==> src/rtl/nap_timer_bcd.sv <==
// Countdown nap timer (MM:SS, four BCD digits) with a multiplexed BCD digit bus for a 7-segment decoder.
// Optional macro NAP_BLINK_EN: blanks the digits at 2 Hz while paused or done.
module nap_timer_bcd #(
   parameter int TICK_DIV    = 50000000,
   parameter int SCAN_DIV    = 50000,
   parameter int DEFAULT_MIN = 20
) (
   input  logic       clk,
   input  logic       rst,
   input  logic       start,
   input  logic       stop,
   input  logic       min_inc,
   output logic [3:0] bNum,
   output logic [3:0] digit_sel,
   output logic       running,
   output logic       alarm
);

   localparam int PW = $clog2(TICK_DIV);
   localparam int SW = (SCAN_DIV > 1) ? $clog2(SCAN_DIV) : 1;
   localparam logic [PW-1:0] PRE_TC  = PW'(TICK_DIV - 1);
   localparam logic [SW-1:0] SCAN_TC = SW'(SCAN_DIV - 1);
   localparam logic [3:0]    DEF_MT  = 4'(DEFAULT_MIN / 10);
   localparam logic [3:0]    DEF_MO  = 4'(DEFAULT_MIN % 10);

   typedef enum logic [1:0] {S_IDLE, S_RUN, S_PAUSE, S_DONE} state_t;

   state_t        state, state_n;
   logic [3:0]    preset_mt, preset_mo;
   logic [7:0]    preset_n;
   logic [3:0]    cnt_mt, cnt_mo, cnt_st, cnt_so;
   logic [15:0]   count, count_dec, cnt_n;
   logic [PW-1:0] presc, presc_n;
   logic [SW-1:0] scan_cnt, scan_cnt_n;
   logic [1:0]    scan_idx, scan_idx_n;
   logic [3:0]    bnum_n;
   logic          tick, blank_n;

   // One-second BCD decrement with borrow; 00:00 is a fixed point.
   function automatic logic [15:0] bcd_dec(input logic [15:0] c);
      logic [3:0] mt, mo, st, so;
      {mt, mo, st, so} = c;
      if (c != 16'h0000) begin
         if (so != 4'd0) so = so - 4'd1;
         else begin
            so = 4'd9;
            if (st != 4'd0) st = st - 4'd1;
            else begin
               st = 4'd5;
               if (mo != 4'd0) mo = mo - 4'd1;
               else begin
                  mo = 4'd9;
                  mt = mt - 4'd1;
               end
            end
         end
      end
      return {mt, mo, st, so};
   endfunction

   function automatic logic [7:0] bcd_inc(input logic [7:0] m);
      logic [3:0] t, o;
      {t, o} = m;
      if (o == 4'd9) begin
         o = 4'd0;
         t = (t == 4'd9) ? 4'd0 : t + 4'd1;
      end else begin
         o = o + 4'd1;
      end
      return {t, o};
   endfunction

   assign count     = {cnt_mt, cnt_mo, cnt_st, cnt_so};
   assign count_dec = bcd_dec(count);
   assign tick      = (state == S_RUN) && (presc == PRE_TC);

   // NOTE: every combinational output gets a default first so no path can infer a latch.
   always_comb begin
      state_n  = state;
      preset_n = {preset_mt, preset_mo};
      cnt_n    = count;
      presc_n  = presc;
      case (state)
         S_IDLE: begin
            presc_n = '0;
            if (min_inc) preset_n = bcd_inc({preset_mt, preset_mo});
            cnt_n = {preset_n, 8'h00};
            if (start && !stop) state_n = (preset_n == 8'h00) ? S_DONE : S_RUN;
         end
         S_RUN: begin
            presc_n = tick ? '0 : presc + 1'b1;
            if (tick) cnt_n = count_dec;
            if (tick && count_dec == 16'h0000) state_n = S_DONE;
            else if (stop)                     state_n = S_PAUSE;
         end
         S_PAUSE: begin
            if (stop) begin
               state_n = S_IDLE;
               cnt_n   = {preset_mt, preset_mo, 8'h00};
            end else if (start) begin
               state_n = S_RUN;
            end
         end
         S_DONE: begin
            if (start || stop) begin
               state_n = S_IDLE;
               cnt_n   = {preset_mt, preset_mo, 8'h00};
            end
         end
         default: state_n = S_IDLE;
      endcase
   end

   always_comb begin
      scan_cnt_n = (scan_cnt == SCAN_TC) ? '0 : scan_cnt + 1'b1;
      scan_idx_n = (scan_cnt == SCAN_TC) ? scan_idx + 2'd1 : scan_idx;
      bnum_n     = blank_n ? 4'hF : cnt_n[scan_idx_n*4 +: 4];
   end

`ifdef NAP_BLINK_EN
   localparam int BD = (TICK_DIV / 4 > 1) ? TICK_DIV / 4 : 1;
   localparam int BW = (BD > 1) ? $clog2(BD) : 1;
   localparam logic [BW-1:0] BLINK_TC = BW'(BD - 1);

   logic [BW-1:0] blink_cnt;
   logic          blink_ph, blink_ph_n;

   assign blink_ph_n = (blink_cnt == BLINK_TC) ? ~blink_ph : blink_ph;
   assign blank_n    = blink_ph_n && (state_n == S_PAUSE || state_n == S_DONE);

   always_ff @(posedge clk or posedge rst) begin
      if (rst) begin
         blink_cnt <= '0;
         blink_ph  <= 1'b0;
      end else begin
         blink_cnt <= (blink_cnt == BLINK_TC) ? '0 : blink_cnt + 1'b1;
         blink_ph  <= blink_ph_n;
      end
   end
`else
   assign blank_n = 1'b0;
`endif

   // NOTE: sequential state uses non-blocking assignments so all registers update together.
   always_ff @(posedge clk or posedge rst) begin
      if (rst) begin
         state     <= S_IDLE;
         preset_mt <= DEF_MT;
         preset_mo <= DEF_MO;
         cnt_mt    <= DEF_MT;
         cnt_mo    <= DEF_MO;
         cnt_st    <= 4'd0;
         cnt_so    <= 4'd0;
         presc     <= '0;
         scan_cnt  <= '0;
         scan_idx  <= 2'd0;
         digit_sel <= 4'b0001;
         bNum      <= 4'd0;
         running   <= 1'b0;
         alarm     <= 1'b0;
      end else begin
         state     <= state_n;
         {preset_mt, preset_mo}         <= preset_n;
         {cnt_mt, cnt_mo, cnt_st, cnt_so} <= cnt_n;
         presc     <= presc_n;
         scan_cnt  <= scan_cnt_n;
         scan_idx  <= scan_idx_n;
         digit_sel <= 4'b0001 << scan_idx_n;
         bNum      <= bnum_n;
         running   <= (state_n == S_RUN);
         alarm     <= (state_n == S_DONE);
      end
   end

endmodule

==> config.mk <==
export PLATFORM = sky130hd
export DESIGN_NAME = nap_timer_bcd
export DESIGN_NICKNAME = d
export VERILOG_FILES = /design/src/rtl/nap_timer_bcd.sv
export SDC_FILE = /design/constraint.sdc
export NUM_CORES = 1
export LEC_CHECK = 0
export ABC_AREA = 1
export BUFFER_PORTS_ARGS = -buffer_cell sky130_fd_sc_hd__clkbuf_2
export CELL_PAD_IN_SITES_DETAIL_PLACEMENT = 1
export CELL_PAD_IN_SITES_GLOBAL_PLACEMENT = 1
export CORE_ASPECT_RATIO = 1.25
export CORE_MARGIN = 2
export CORE_UTILIZATION = 25
export CTS_CLUSTER_DIAMETER = 40
export DETAILED_ROUTE_END_ITERATION = 16
export GPL_TIMING_DRIVEN = 0
export PLACE_DENSITY_LB_ADDON = 0.1
export SLEW_MARGIN = 20
export SYNTH_ARGS = -nofsm -noshare
export SYNTH_HDL_FRONTEND = slang
export SYNTH_SLANG_ARGS = --single-unit
==> constraint.sdc <==
create_clock -name clk -period 2.4 [get_ports clk]
set_input_delay 0 -clock clk [delete_from_list [all_inputs] [get_ports clk]]
set_output_delay 0 -clock clk [all_outputs]
set_load 0.02 [all_outputs]
; Yosys cells after proc, flatten, opt, wreduce, memory -nomap -nowiden
; Cells that the tools add are included.
[word_totals]
regBits = 80
input_bits = 5
wordCells = 81
output_inout_bits = 10
[classes]
n_addsub = 9
shift = 2
n_reduce_logical = 13
n_eq_ne = 9
mux = 34
[ops]
columns = operator, count
row1 = $mux 16, 4
row2 = $mux 4, 16
row3 = $pmux 16 s4, 1
row4 = $pmux 26 s2, 1
row5 = $add 26x1->26 const B, 1
row6 = $eq 26x26->1 const B, 1
row7 = $mux 26, 1
row8 = $add 16x1->16 const B, 1
row9 = $eq 16x16->1 const B, 1
row10 = $logic_not 16->1, 1
row11 = $mux 2, 8
row12 = $mux 8, 2
row13 = $reduce_bool 16->1, 1
row14 = $shiftx 16x5->4, 1
row15 = $sub 4x1->4 const B, 4
row16 = $reduce_bool 4->1, 3
row17 = $add 4x1->4 const B, 2
row18 = $eq 4x4->1 const B, 2
row19 = $logic_not 8->1, 1
row20 = $pmux 2 s4, 1
row21 = $eq 2x2->1 const B, 3
row22 = $eq 2x1->1 const B, 2
row23 = $shl 1x2->4 const A, 1
row24 = $logic_and 1x1->1, 3
row25 = other kinds (5), 5

; Depth between registers and ports, before layout
; Gate-level depths: netlist (run 1).
[logic_depth]
ltp_word = 10
mapped_depth = 17
mapped_depth_nobuf = 17

; Least setup slack after synthesis (run 1)
; OpenSTA, ideal clock, no wires.
[synth_timing]
path_type = register -> register
from = register scan_cnt[0]
to = register bNum[0]
t_required_ps = 2332
n_path_buf = 0
stages_incl_launch_ff = 9
setup_ps = 68
t_arrival_ps = 1788
path_slack_ps = 543
period_less_slack_ps = 1857
cell_sequence = dfrtp_1 -> ha_1 -> nand3_1 -> nor3b_4 -> nand2_2 -> xor2_2 -> nand2_1 -> o21a_1 -> nand3_1
[synth_via]
elab_chain_cells = 3
[synth_rtl]
columns = item, line_no
row1 = "start, declared", 34  ; logic [SW-1:0] scan_cnt, scan_cnt_n;
row2 = "start signal, assigned", 166  ; scan_cnt <= scan_cnt_n;
row3 = $eq 16x16->1, 116  ; scan_idx_n = (scan_cnt == SCAN_TC) ? scan_idx + 2'd1 : scan_idx;
row4 = $mux 2, 116
row5 = $shiftx 16x5->4, 117  ; bnum_n = blank_n ? 4'hF : cnt_n[scan_idx_n*4 +: 4];
row6 = named net bnum_n[0], 36  ; logic [3:0] bnum_n;
row7 = "end signal, assigned", 169  ; bNum <= bnum_n;
row8 = "end, declared", 13  ; output logic [3:0] bNum,
; The timed path passes the listed nets, and every way through them passes these cells.
; A chain may end at the register's enable or synchronous reset.

; Worst setup path in the final report (run 1)
[layout_timing]
from = register presc[0]
to = register bNum[0]
[layout_via]
elab_chain_cells = 5
[layout_rtl]
columns = item, line_no
row1 = "start, declared", 33  ; logic [PW-1:0] presc, presc_n;
row2 = "start signal, assigned", 165  ; presc <= presc_n;
row3 = $eq 26x26->1, 75  ; assign tick = (state == S_RUN) && (presc == PRE_TC);
row4 = $logic_and 1x1->1, 75
row5 = $mux 16, 92  ; if (tick) cnt_n = count_dec;
row6 = $pmux 16 s4, 83  ; case (state)
row7 = named net cnt_n[8], 32  ; logic [15:0] count, count_dec, cnt_n;
row8 = $shiftx 16x5->4, 117
row9 = named net bnum_n[0], 36
; The timed path passes the listed nets, and every way through them passes these cells.

==> impl_metrics.yaml, run 1 <==
status:
  status: "complete, no violations"
power:
  power_switching_w: 0.00179
  irDropWorstVdd_mv: 0.418
  seq_power_share_pct: 36.2
  p_clk_share_pct: 32.7
  switching_share_pct: 38.9
  p_per_area_nw_per_um2: 789
  p_int_w: 0.00281
  comb_power_share_pct: 31.1
  power.leakage_nw: 2.63
timing:
  rsz0062_at_grt: "yes"
  drv_slew: 0
  setup_ws_ns: 0.131
  setup_viol: 0
  min_period_ns: 2.27
  fmax_ghz: 0.441
  max_slew.worst_pin.slew_ns: 0.636
  min_period_over_period_pct: 94.6
  relSlewSlack_pct: 57.6
  fin_skew_ns: 0.00480
  finalHoldViolCount: 0
logic_synthesis:
  synth_nets: 645
  ys_top_cells_by_area: "dfrtp_1, nand2_1, inv_1, nor2_1, nand3_1"
  synth_edf_count: 0
  post_synth_num_cell_types: 47
  ys_seq_area_share_pct: 41.1
  muxShareOfSynthArea_pct: 0
  syn-cell-area_um2: 4880
  synth-simple-area-share_pct: 33.9
  synthAdderAreaFrac_pct: 1.02
  post_synth_xor_area_fraction_pct: 2.48
  synth_top_family_by_area: "simple AND/OR/NAND/NOR gates"
  async_reset_ff_share_pct: 100
  ys_seq_elements: 80
  yosys_most_used_dff: "dfrtp_1"
  netlist.area_leader.share_pct: 39.4
  synth_compound_area_share_pct: 12.0
  yosys_warnings: 0
  synthCells: 636
  avgSynthCellArea_um2: 7.68
  synth.largest_area_cell: "dfrtp_1"
clocking:
  cts_tree: "done"
  clk_latency_ns: 0.35
  tritoncts_num_sinks: 80
  cts_max_level: 3
  cts_root_buffer: "clkbuf_16"
  cts_buffers: 9
  cts_buffer_depth: 2
  clk_pin_slew_ns: 0.07
cells_and_area:
  drive_gt1_share_pct: 18.6
  syn_to_final_growth_pct: 19.2
  fin_nets: 685
  fin_cells: 946
  diodes: 0
  fillers: 2340
  seq_area_um2: 2010
  multiInputGateArea_um2: 2490
critical_path:
  max_stage_delay_ns: 0.42
  slowest_stage: "dfrtp_1"
  r2r_cells: 12
  cp.arrival_ns: 2.55
  critPathLaunchType: "flop"
  rr_startpoint: "presc[0]$_DFFE_PP0P_"
  cp.required_ns: 2.68
  worstPathCellList: "ha_1 -> nand2_1 -> nor2_4 -> nand3_1 -> clkinv_1 -> nand4_4 -> nand2_4 -> nand2_4 -> inv_2 -> o211ai_1 -> nand2_1 -> nand3_1"
  endpoint_kind: "flop"
  critPathMaxFanout: 7
  reg2reg_slack_ns: 0.13
  critical_path_class: "reg -> reg"
  reg2reg_to: "bNum[0]$_DFF_PP0_"
detailed_routing:
  wl_met1_mm: 6.47
  wl_met3_um: 196
  via_per_inst: 4.62
  first_iter_violations: 161
  met2_length_mm: 7.77
  drt_wl_total_mm: 15.0
  routedWlPerCell_um: 15.8
  top_layer: "met4"
  drc: 0
  vias: 4372
  postRouteAntennaNets: 0
  dr.pass1.iters: 4
placement:
  placedCellCount: 916
  dp_hpwl_mm: 11.4
  dp_worst_setup_slack_ns: -0.0681
  place_congestion: 0.805
  port_buffers: 14
global_route:
  grt_overflow_total: 0
  grt_pass1_wl_mm: 24.8
  grt_max_degree: 57
  grt_usage_pct: 15.5
  antenna_found_initial: 0
  grt_pass1_vias: 4743
flow_run:
  maxCapViolations: 0
worst_hold_path:
  hold_depth: 3
  hold_end: "state[0]$_DFF_PP0_"
  hold_path_startpoint: "start"
  worstHoldPathType: "in -> reg"
floorplan:
  chipHeight_um: 160
  die_w_um: 129
  start_util_pct: 25.3
  boundaryPins: 15
  die-area_um2: 20700
  num_rows: 57
  core_area_um2: 19300
[cell usage in the layout, fill, tap and decap left out, drive strengths merged, types with 10 or more instances in the layout]
cell type and instances:
xor2 13, nor2 75, a21oi 15, nand3 45, dfrtp 77, inv 108
buf 16, nor3 19, clkbuf 29, nand4 17, o21ai 38, nand2 154
a22oi 10
[registers in the layout (all words and copies together), names as in the netlist]
signal	cells
alarm	1
bNum	4
cnt_mo	4
cnt_mt	4
cnt_so	4
cnt_st	4
digit_sel	4
presc	26
preset_mo	4
preset_mt	4
running	1
scan_cnt	16
scan_idx	2
state	2
[cell families (layout without fill, tap and decap cells)]
logic type,after synthesis,in the layout
AOI/OAI and AO/OA,95,95
and+or+nand+nor,326,326
xor gates and xnor gates,13,13
adders and majority gates,4,4
DFF,80,80
buffers and inverters,118,163
[Yosys cell counts, types with 4 or more instances]
| master | instances |
|---|---|
| inv_2 | 10 |
| o21ai_0 | 30 |
| nand3_1 | 39 |
| nand3_2 | 6 |
| nand2_1 | 140 |
| o22ai_1 | 9 |
| a22oi_1 | 9 |
| nor2_4 | 6 |
| nor3_2 | 5 |
| nor3b_1 | 4 |
| dfrtp_1 | 77 |
| nor3_1 | 14 |
| nand4_1 | 14 |
| inv_1 | 96 |
| ha_1 | 4 |
| nor2_1 | 57 |
| nor4_1 | 5 |
| o21ai_1 | 8 |
| o211ai_1 | 6 |
| a31oi_1 | 6 |
| nand2_2 | 10 |
| nand2_4 | 4 |
| a21oi_1 | 14 |
| clkbuf_1 | 4 |
| xor2_1 | 12 |
| nor2_2 | 11 |
[metrics by stage]
stage	area (µm²)	TNS (ns)	total power [W]	hold slack, ns	utilization [%]
floorplan	4880	0	0.00257	0.186	-
global placement	5290	-80.07	0.00302	0.387	27.4
detailed placement	5320	-0.113	0.00304	-0.0261	27.5
CTS	5670	0	0.00460	0.0180	29.3
global route	5820	-0.0396	0.00492	0.0287	30.1
finish	5820	0	0.00460	0.0267	30.1
[power by group through the flow]
| stage | clock, W | combinational (W) | sequential [W] |
|---|---|---|---|
| 2_1_floorplan | 0 | 0.000931 | 0.00164 |
| 3_3_place_gp | 0 | 0.00133 | 0.00168 |
| 4_1_cts | 0.00156 | 0.00138 | 0.00166 |
| 6_report | 0.00150 | 0.00143 | 0.00166 |
| 5_1_grt | 0.00161 | 0.00163 | 0.00169 |
| 3_5_place_dp | 0 | 0.00135 | 0.00169 |
[worst max path at each step]
stage	start	cells past startpoint	slack (ns)	endpoint
6_report	presc[0]$_DFFE_PP0P_	12	0.13	bNum[0]$_DFF_PP0_
3_5_place_dp	presc[0]$_DFFE_PP0P_	12	-0.07	bNum[3]$_DFF_PP0_
2_1_floorplan	rst	1	0.35	alarm$_DFF_PP0_
3_3_place_gp	rst	2	-1.04	preset_mt[2]$_DFFE_PP0P_
4_1_cts	presc[0]$_DFFE_PP0P_	12	0.009	bNum[0]$_DFF_PP0_
5_1_grt	cnt_mt[0]$_DFF_PP0_	16	-0.03	alarm$_DFF_PP0_
[worst max-delay path: cells and delay by family, from the launching register on]
family	cells	cell delay [ns]
flops	1	0.42
simple gates	8	0.98
buf+inv	2	0.25
fa+ha+maj	1	0.23
compound gates	1	0.32
[layer usage]
layer	up-vias	track usage, %
met5	-	0
met4	0	7.16
met3	31	1.81
met2	38	27.6
met1	2133	18.3
li1	2170	-
[cell type report]
| cell class | instances | area share, % |
|---|---|---|
| clock inverter | 5 | 1.07 |
| inverter | 111 | 7.35 |
| timing repair buffer | 29 | 3.52 |
| clock buffer | 11 | 4.34 |
| buffer | 7 | 0.816 |
| multi-input combinational | 438 | 42.7 |
| tap | 265 | 5.69 |
| sequential | 80 | 34.5 |
[timing repair]
action | CTS | global route
pin swaps | 1 | 8
hold endpoints to repair | 79 | 0
setup endpoints to repair | 6 | 21
hold buffers | 1 | 0
resized for setup | 1 | 20
setup buffers | 2 | 11
No activity file was read; power rests on OpenSTA's default activity.
==> inputs of run 2 (changes only) <==
--- a/config.mk
+++ b/config.mk
@@ -6,7 +6,7 @@
 export NUM_CORES = 1
 export LEC_CHECK = 0
 export ABC_AREA = 1
-export BUFFER_PORTS_ARGS = -buffer_cell sky130_fd_sc_hd__clkbuf_2
+export BUFFER_PORTS_ARGS = -buffer_cell sky130_fd_sc_hd__buf_2
 export CELL_PAD_IN_SITES_DETAIL_PLACEMENT = 1
 export CELL_PAD_IN_SITES_GLOBAL_PLACEMENT = 1
 export CORE_ASPECT_RATIO = 1.25
==> run 2 against run 1 <==
Via count increased by 0.21%. First-iteration DRC count decreased by 12%. Worst hold slack improved by 0.0026 ns. Core utilization is 0.058 points higher. Cell count decreased by 0.11%. Sequential cell count stayed put. Design area increased by 0.19%. Die area unchanged. Routed wire length is 0.69% higher. Combinational power hardly changed. Fmax rose by 1.8%. Clock skew is 0.00053 ns higher. Largest cell class unchanged.
==> impl_metrics.yaml, run 2 (synthesis gave the netlist of run 1 again) <==
cells_and_area:
  final_cell_mix: "nand2_1, inv_1, dfrtp_1, nor2_1, nand3_1"
  utilization_pct: 30.2
  drive_gt1_share_pct: 17.6
  layout_commonest_cell: "nand2_1"
  fin_nets: 684
  largest_reg_flops: 26
  syn_to_final_growth_pct: 19.5
  regMostFlops: "presc"
  fillers: 2362
  largestRegisters: "presc x26, scan_cnt x16"
  diodes: 0
placement:
  place_congestion: 0.801
  dp_hpwl_mm: 11.5
  port_buffers: 14
floorplan:
  die_w_um: 129
  start_util_pct: 25.3
  core_area_um2: 19300
  boundaryPins: 15
  chipHeight_um: 160
  die-area_um2: 20700
  num_rows: 57
timing:
  rsz0062_at_grt: "yes"
  fin_tns_setup_ns: 0
  fin_skew_ns: 0.00534
  min_period_ns: 2.23
  max_slew.worst_pin.slew_ns: 0.551
  finalHoldViolCount: 0
  setup_viol: 0
  min_period_over_period_pct: 92.9
  drv_slew: 0
  relSlewSlack_pct: 63.3
  fmax_ghz: 0.448
detailed_routing:
  drt_wl_total_mm: 15.1
  via_per_inst: 4.64
  dr.pass1.iters: 4
  first_iter_violations: 142
  drc: 0
  postRouteAntennaNets: 0
  vias: 4381
  routedWlPerCell_um: 16.0
critical_path:
  startpoint: "scan_cnt[0]$_DFF_PP0_"
  cp.required_ns: 2.61
  critPathMaxFanout: 7
  reg2reg_to: "bNum[0]$_DFF_PP0_"
  cp.arrival_ns: 2.44
  reg2reg_slack_ns: 0.17
  critPathLaunchType: "flop"
  critical_path_class: "reg -> reg"
  worstSetupEndpoint: "bNum[0]$_DFF_PP0_"
  r2r_cells: 12
  rr_startpoint: "scan_cnt[0]$_DFF_PP0_"
  endpoint_kind: "flop"
power:
  irDropWorstVdd_mv: 0.356
  power.leakage_nw: 2.64
  power_w: 0.00464
  p_per_area_nw_per_um2: 794
worst_hold_path:
  hold_depth: 3
  worstHoldPathType: "in -> reg"
global_route:
  grt_pass1_wl_mm: 25.0
  grt_max_degree: 51
  grt_usage_pct: 15.6
  grt_pass1_vias: 4701
  grt_overflow_total: 0
  antenna_found_initial: 0
clocking:
  clk_latency_ns: 0.35
  cts_tree: "done"
  clk_pin_slew_ns: 0.06
  cts_buffer_depth: 2
  cts_buffers: 9
  cts_root_buffer: "clkbuf_16"
  tritoncts_num_sinks: 80
  cts_max_level: 3
flow_run:
  maxCapViolations: 0
status:
  status: "complete, no violations"
run 2: cell count changes in the layout (fill, tap and decap cells not counted), moves of 3 or more:
cell / delta
buf_2: +14
clkbuf_2: -14
inv_6: -3
nor2_1: +3
nor2_2: -4
run 2: power breakdown:
| group | internal [W] | switching, W |
|---|---|---|
| combinational | 0.000448 | 0.000983 |
| sequential | 0.00150 | 0.000159 |
| clock | 0.000946 | 0.000598 |
| total | 0.00290 | 0.00174 |
run 2: layer usage:
metal	part of all wire, %	vias up	track usage [%]
li1	-	2176	-
met1	44	2160	18.6
met2	53	28	28.6
met3	1.6	17	2.14
met4	1.9	0	4.89
met5	0	-	0
run 2: worst min-delay path by stage:
stage,startpoint,end,slack (ns)
5_1_grt,start,state[0]$_DFF_PP0_,0.04
6_report,start,state[0]$_DFF_PP0_,0.03
2_1_floorplan,stop,cnt_st[2]$_DFF_PP0_,0.19
3_3_place_gp,start,state[0]$_DFF_PP0_,0.38
3_5_place_dp,rst,scan_cnt[4]$_DFF_PP0_,0.05
4_1_cts,start,state[0]$_DFF_PP0_,0.005
run 2: critical path: stages (launching register included):
cell	delay [ns]
dfrtp_1	0.37
ha_1	0.20
nand3_1	0.21
inv_2	0.11
nand2_1	0.09
nor4_4	0.28
buf_4	0.19
or2_2	0.13
nand2_4	0.08
inv_2	0.12
nor2_4	0.07
nand2_1	0.11
nand3_1	0.13
run 2: area by class of cell:
type	count	area [µm²]	share of cell area, %
timing repair buffer	28	198	3.39
sequential	80	2010	34.4
inverter	111	427	7.31
multi-input combinational	438	2500	42.9
tap	265	332	5.68
clock inverter	4	77.6	1.33
buffer	7	47.5	0.815
clock buffer	12	246	4.22
run 2: stage by stage:
stage	hold WS, ns	setup WS, ns	cell area [µm²]	std cells
4_1_cts	0.00518	0.0307	5670	933
3_3_place_gp	0.379	-1.02	5290	915
6_report	0.0293	0.170	5840	945
3_5_place_dp	0.0512	-0.100	5320	916
5_1_grt	0.0407	-0.00625	5840	945
2_1_floorplan	0.186	0.353	4880	636
run 2: repair_timing:
item,CTS,global route
gates resized for setup,4,15
hold buffers,1,0
setup buffers,0,12
setup endpoints to repair,11,10
cloned,0,0
pin swaps,0,6
hold endpoints to repair,28,0
==> inputs of run 3 (changes only) <==
--- a/config.mk
+++ b/config.mk
@@ -11,11 +11,12 @@
 export CELL_PAD_IN_SITES_GLOBAL_PLACEMENT = 1
 export CORE_ASPECT_RATIO = 1.25
 export CORE_MARGIN = 2
-export CORE_UTILIZATION = 25
+export CORE_UTILIZATION = 45
 export CTS_CLUSTER_DIAMETER = 40
 export DETAILED_ROUTE_END_ITERATION = 16
 export GPL_TIMING_DRIVEN = 0
 export PLACE_DENSITY_LB_ADDON = 0.1
+export REMOVE_ABC_BUFFERS = 1
 export SLEW_MARGIN = 20
 export SYNTH_ARGS = -nofsm -noshare
 export SYNTH_HDL_FRONTEND = slang
==> run 3 against run 2 <==
Fmax down 3.1%. Core utilization rose by 22 points. Count of clock-buffer cells in the layout is 3 lower. Die area is 43% lower. Cell count decreased by 15%. Clock skew rose by 0.0029 ns. Sequential power hardly changed. Routed wire length down 8.3%. Worst hold slack got worse by 0.0058 ns. Via count up 0.68%. Register-to-register slack got worse by 0.07 ns. First-iteration DRC count shrank 8.5%.
==> impl_metrics.yaml, run 3 (synthesis gave the netlist of run 1 again) <==
cells_and_area:
  syn_to_final_growth_pct: 13.3
  largestRegisters: "presc x26, scan_cnt x16"
  fin_nets: 672
  final_cell_mix: "nand2_1, inv_1, dfrtp_1, nor2_1, nand3_1"
  regMostFlops: "presc"
  diodes: 0
  seq_area_um2: 2010
  layout_commonest_cell: "nand2_1"
  fillers: 1330
  largest_reg_flops: 26
  multiInputGateArea_um2: 2440
  drive_gt1_share_pct: 16.8
global_route:
  grt_pass1_wl_mm: 23.2
  grt_pass1_vias: 4847
  grt_max_degree: 50
  antenna_found_initial: 0
  grt_overflow_total: 0
  grt_usage_pct: 25.0
timing:
  min_period_over_period_pct: 95.9
  setup_viol: 0
  max_slew.worst_pin.slew_ns: 0.658
  fin_skew_ns: 0.00819
  relSlewSlack_pct: 56.2
  finalHoldViolCount: 0
  fin_tns_setup_ns: 0
  min_period_ns: 2.30
  rsz0062_at_grt: "no"
  drv_slew: 0
  fmax_ghz: 0.434
floorplan:
  start_util_pct: 46.2
  boundaryPins: 15
  die_w_um: 97.2
  num_rows: 42
  chipHeight_um: 120
  core_area_um2: 10600
  die-area_um2: 11700
worst_hold_path:
  worstHoldPathType: "in -> reg"
  hold_depth: 3
power:
  switching_share_pct: 37.7
  seq_power_share_pct: 36.7
  p_clk_share_pct: 34.3
  power_w: 0.00456
  p_per_area_nw_per_um2: 824
  power.leakage_nw: 2.57
  comb_power_share_pct: 29.0
  p_int_w: 0.00284
  power_switching_w: 0.00172
  irDropWorstVdd_mv: 0.514
detailed_routing:
  postRouteAntennaNets: 0
  first_iter_violations: 130
  drc: 0
  vias: 4411
  dr.pass1.iters: 4
  via_per_inst: 5.51
  drt_wl_total_mm: 13.8
  routedWlPerCell_um: 17.3
critical_path:
  worstPathCellList: "clkinvlp_4 -> nor3_4 -> inv_1 -> nand2_2 -> inv_2 -> o211ai_1 -> nand2_1 -> nand3_1"
  slowest_stage: "dfrtp_4"
  r2r_cells: 8
  cp.required_ns: 2.69
  endpoint_kind: "flop"
  critPathMaxFanout: 16
  cp.arrival_ns: 2.59
  critical_path_class: "reg -> reg"
  max_stage_delay_ns: 0.60
  critPathLaunchType: "flop"
placement:
  dp_hpwl_mm: 10.1
  port_buffers: 14
  place_congestion: 0.867
clocking:
  cts_buffer_depth: 2
  cts_buffers: 9
  cts_root_buffer: "clkbuf_16"
  clk_pin_slew_ns: 0.07
  clk_latency_ns: 0.35
  cts_tree: "done"
  cts_max_level: 3
  tritoncts_num_sinks: 80
flow_run:
  maxCapViolations: 0
status:
  status: "complete, no violations"
run 3: cell type report:
cell class	count	share of cell area (%)
Timing Repair inverter	1	0.0904
Tap cell	132	2.98
Inverter	111	7.75
Multi-Input combinational cell	438	44.1
Clock inverter	7	1.92
Clock buffer	9	4.07
Timing Repair Buffer	22	2.76
Sequential cell	80	36.3
run 3: worst paths after layout:
path,end,from,slack (ns)
max,bNum[1]$_DFF_PP0_,state[1]$_DFF_PP0_,0.1
max in group asynchronous,state[1]$_DFF_PP0_,rst,1.56
min reg2reg,scan_cnt[0]$_DFF_PP0_,scan_cnt[0]$_DFF_PP0_,0.47
min,state[0]$_DFF_PP0_,start,0.02
min in group asynchronous,scan_idx[1]$_DFF_PP0_,rst,0.21
max reg2reg,bNum[1]$_DFF_PP0_,state[1]$_DFF_PP0_,0.1
run 3: stage by stage:
stage | hold WS [ns] | util (%) | instances | setup slack [ns] | area, µm²
floorplan | 0.186 | - | 629 | 0.353 | 4840
global placement | 0.353 | 48.0 | 775 | -0.714 | 5070
detailed placement | 0.0392 | 48.3 | 776 | -0.630 | 5100
CTS | 0.00260 | 52.1 | 797 | 0.0395 | 5500
global route | 0.0538 | 52.4 | 800 | 0.00197 | 5540
finish | 0.0236 | 52.4 | 800 | 0.0983 | 5540
run 3: repair_timing:
action / in CTS / in global routing
hold buffers: 1 / 0
buffers inserted: 3 / 3
hold endpoints to repair: 31 / 0
gates cloned: 1 / 0
setup endpoints to repair: 36 / 4
resized for setup: 7 / 3
pin swaps: 1 / 0
run 3: power groups by stage:
stage | registers (W) | clock network, W | logic (W)
4_1_cts | 0.00167 | 0.00159 | 0.00130
3_3_place_gp | 0.00168 | 0 | 0.00121
6_report | 0.00167 | 0.00157 | 0.00132
2_1_floorplan | 0.00164 | 0 | 0.000904
3_5_place_dp | 0.00169 | 0 | 0.00125
5_1_grt | 0.00170 | 0.00164 | 0.00149
run 3: routing by layer:
metal	vias to the layer above	global-route usage [%]	share of wire, %
li1	2138	-	-
met1	2223	27.0	41
met2	29	48.2	55
met3	21	3.53	1.2
met4	0	11.0	2.8
met5	-	0	0
run 3: worst max-delay path, delay by kind of cell (launching register included):
family                 cells  cell delay, ns
AOI/OAI and AO/OA          1            0.39
buffers and inverters      3            0.53
DFF                        1            0.60
and+or+nand+nor            4            0.72
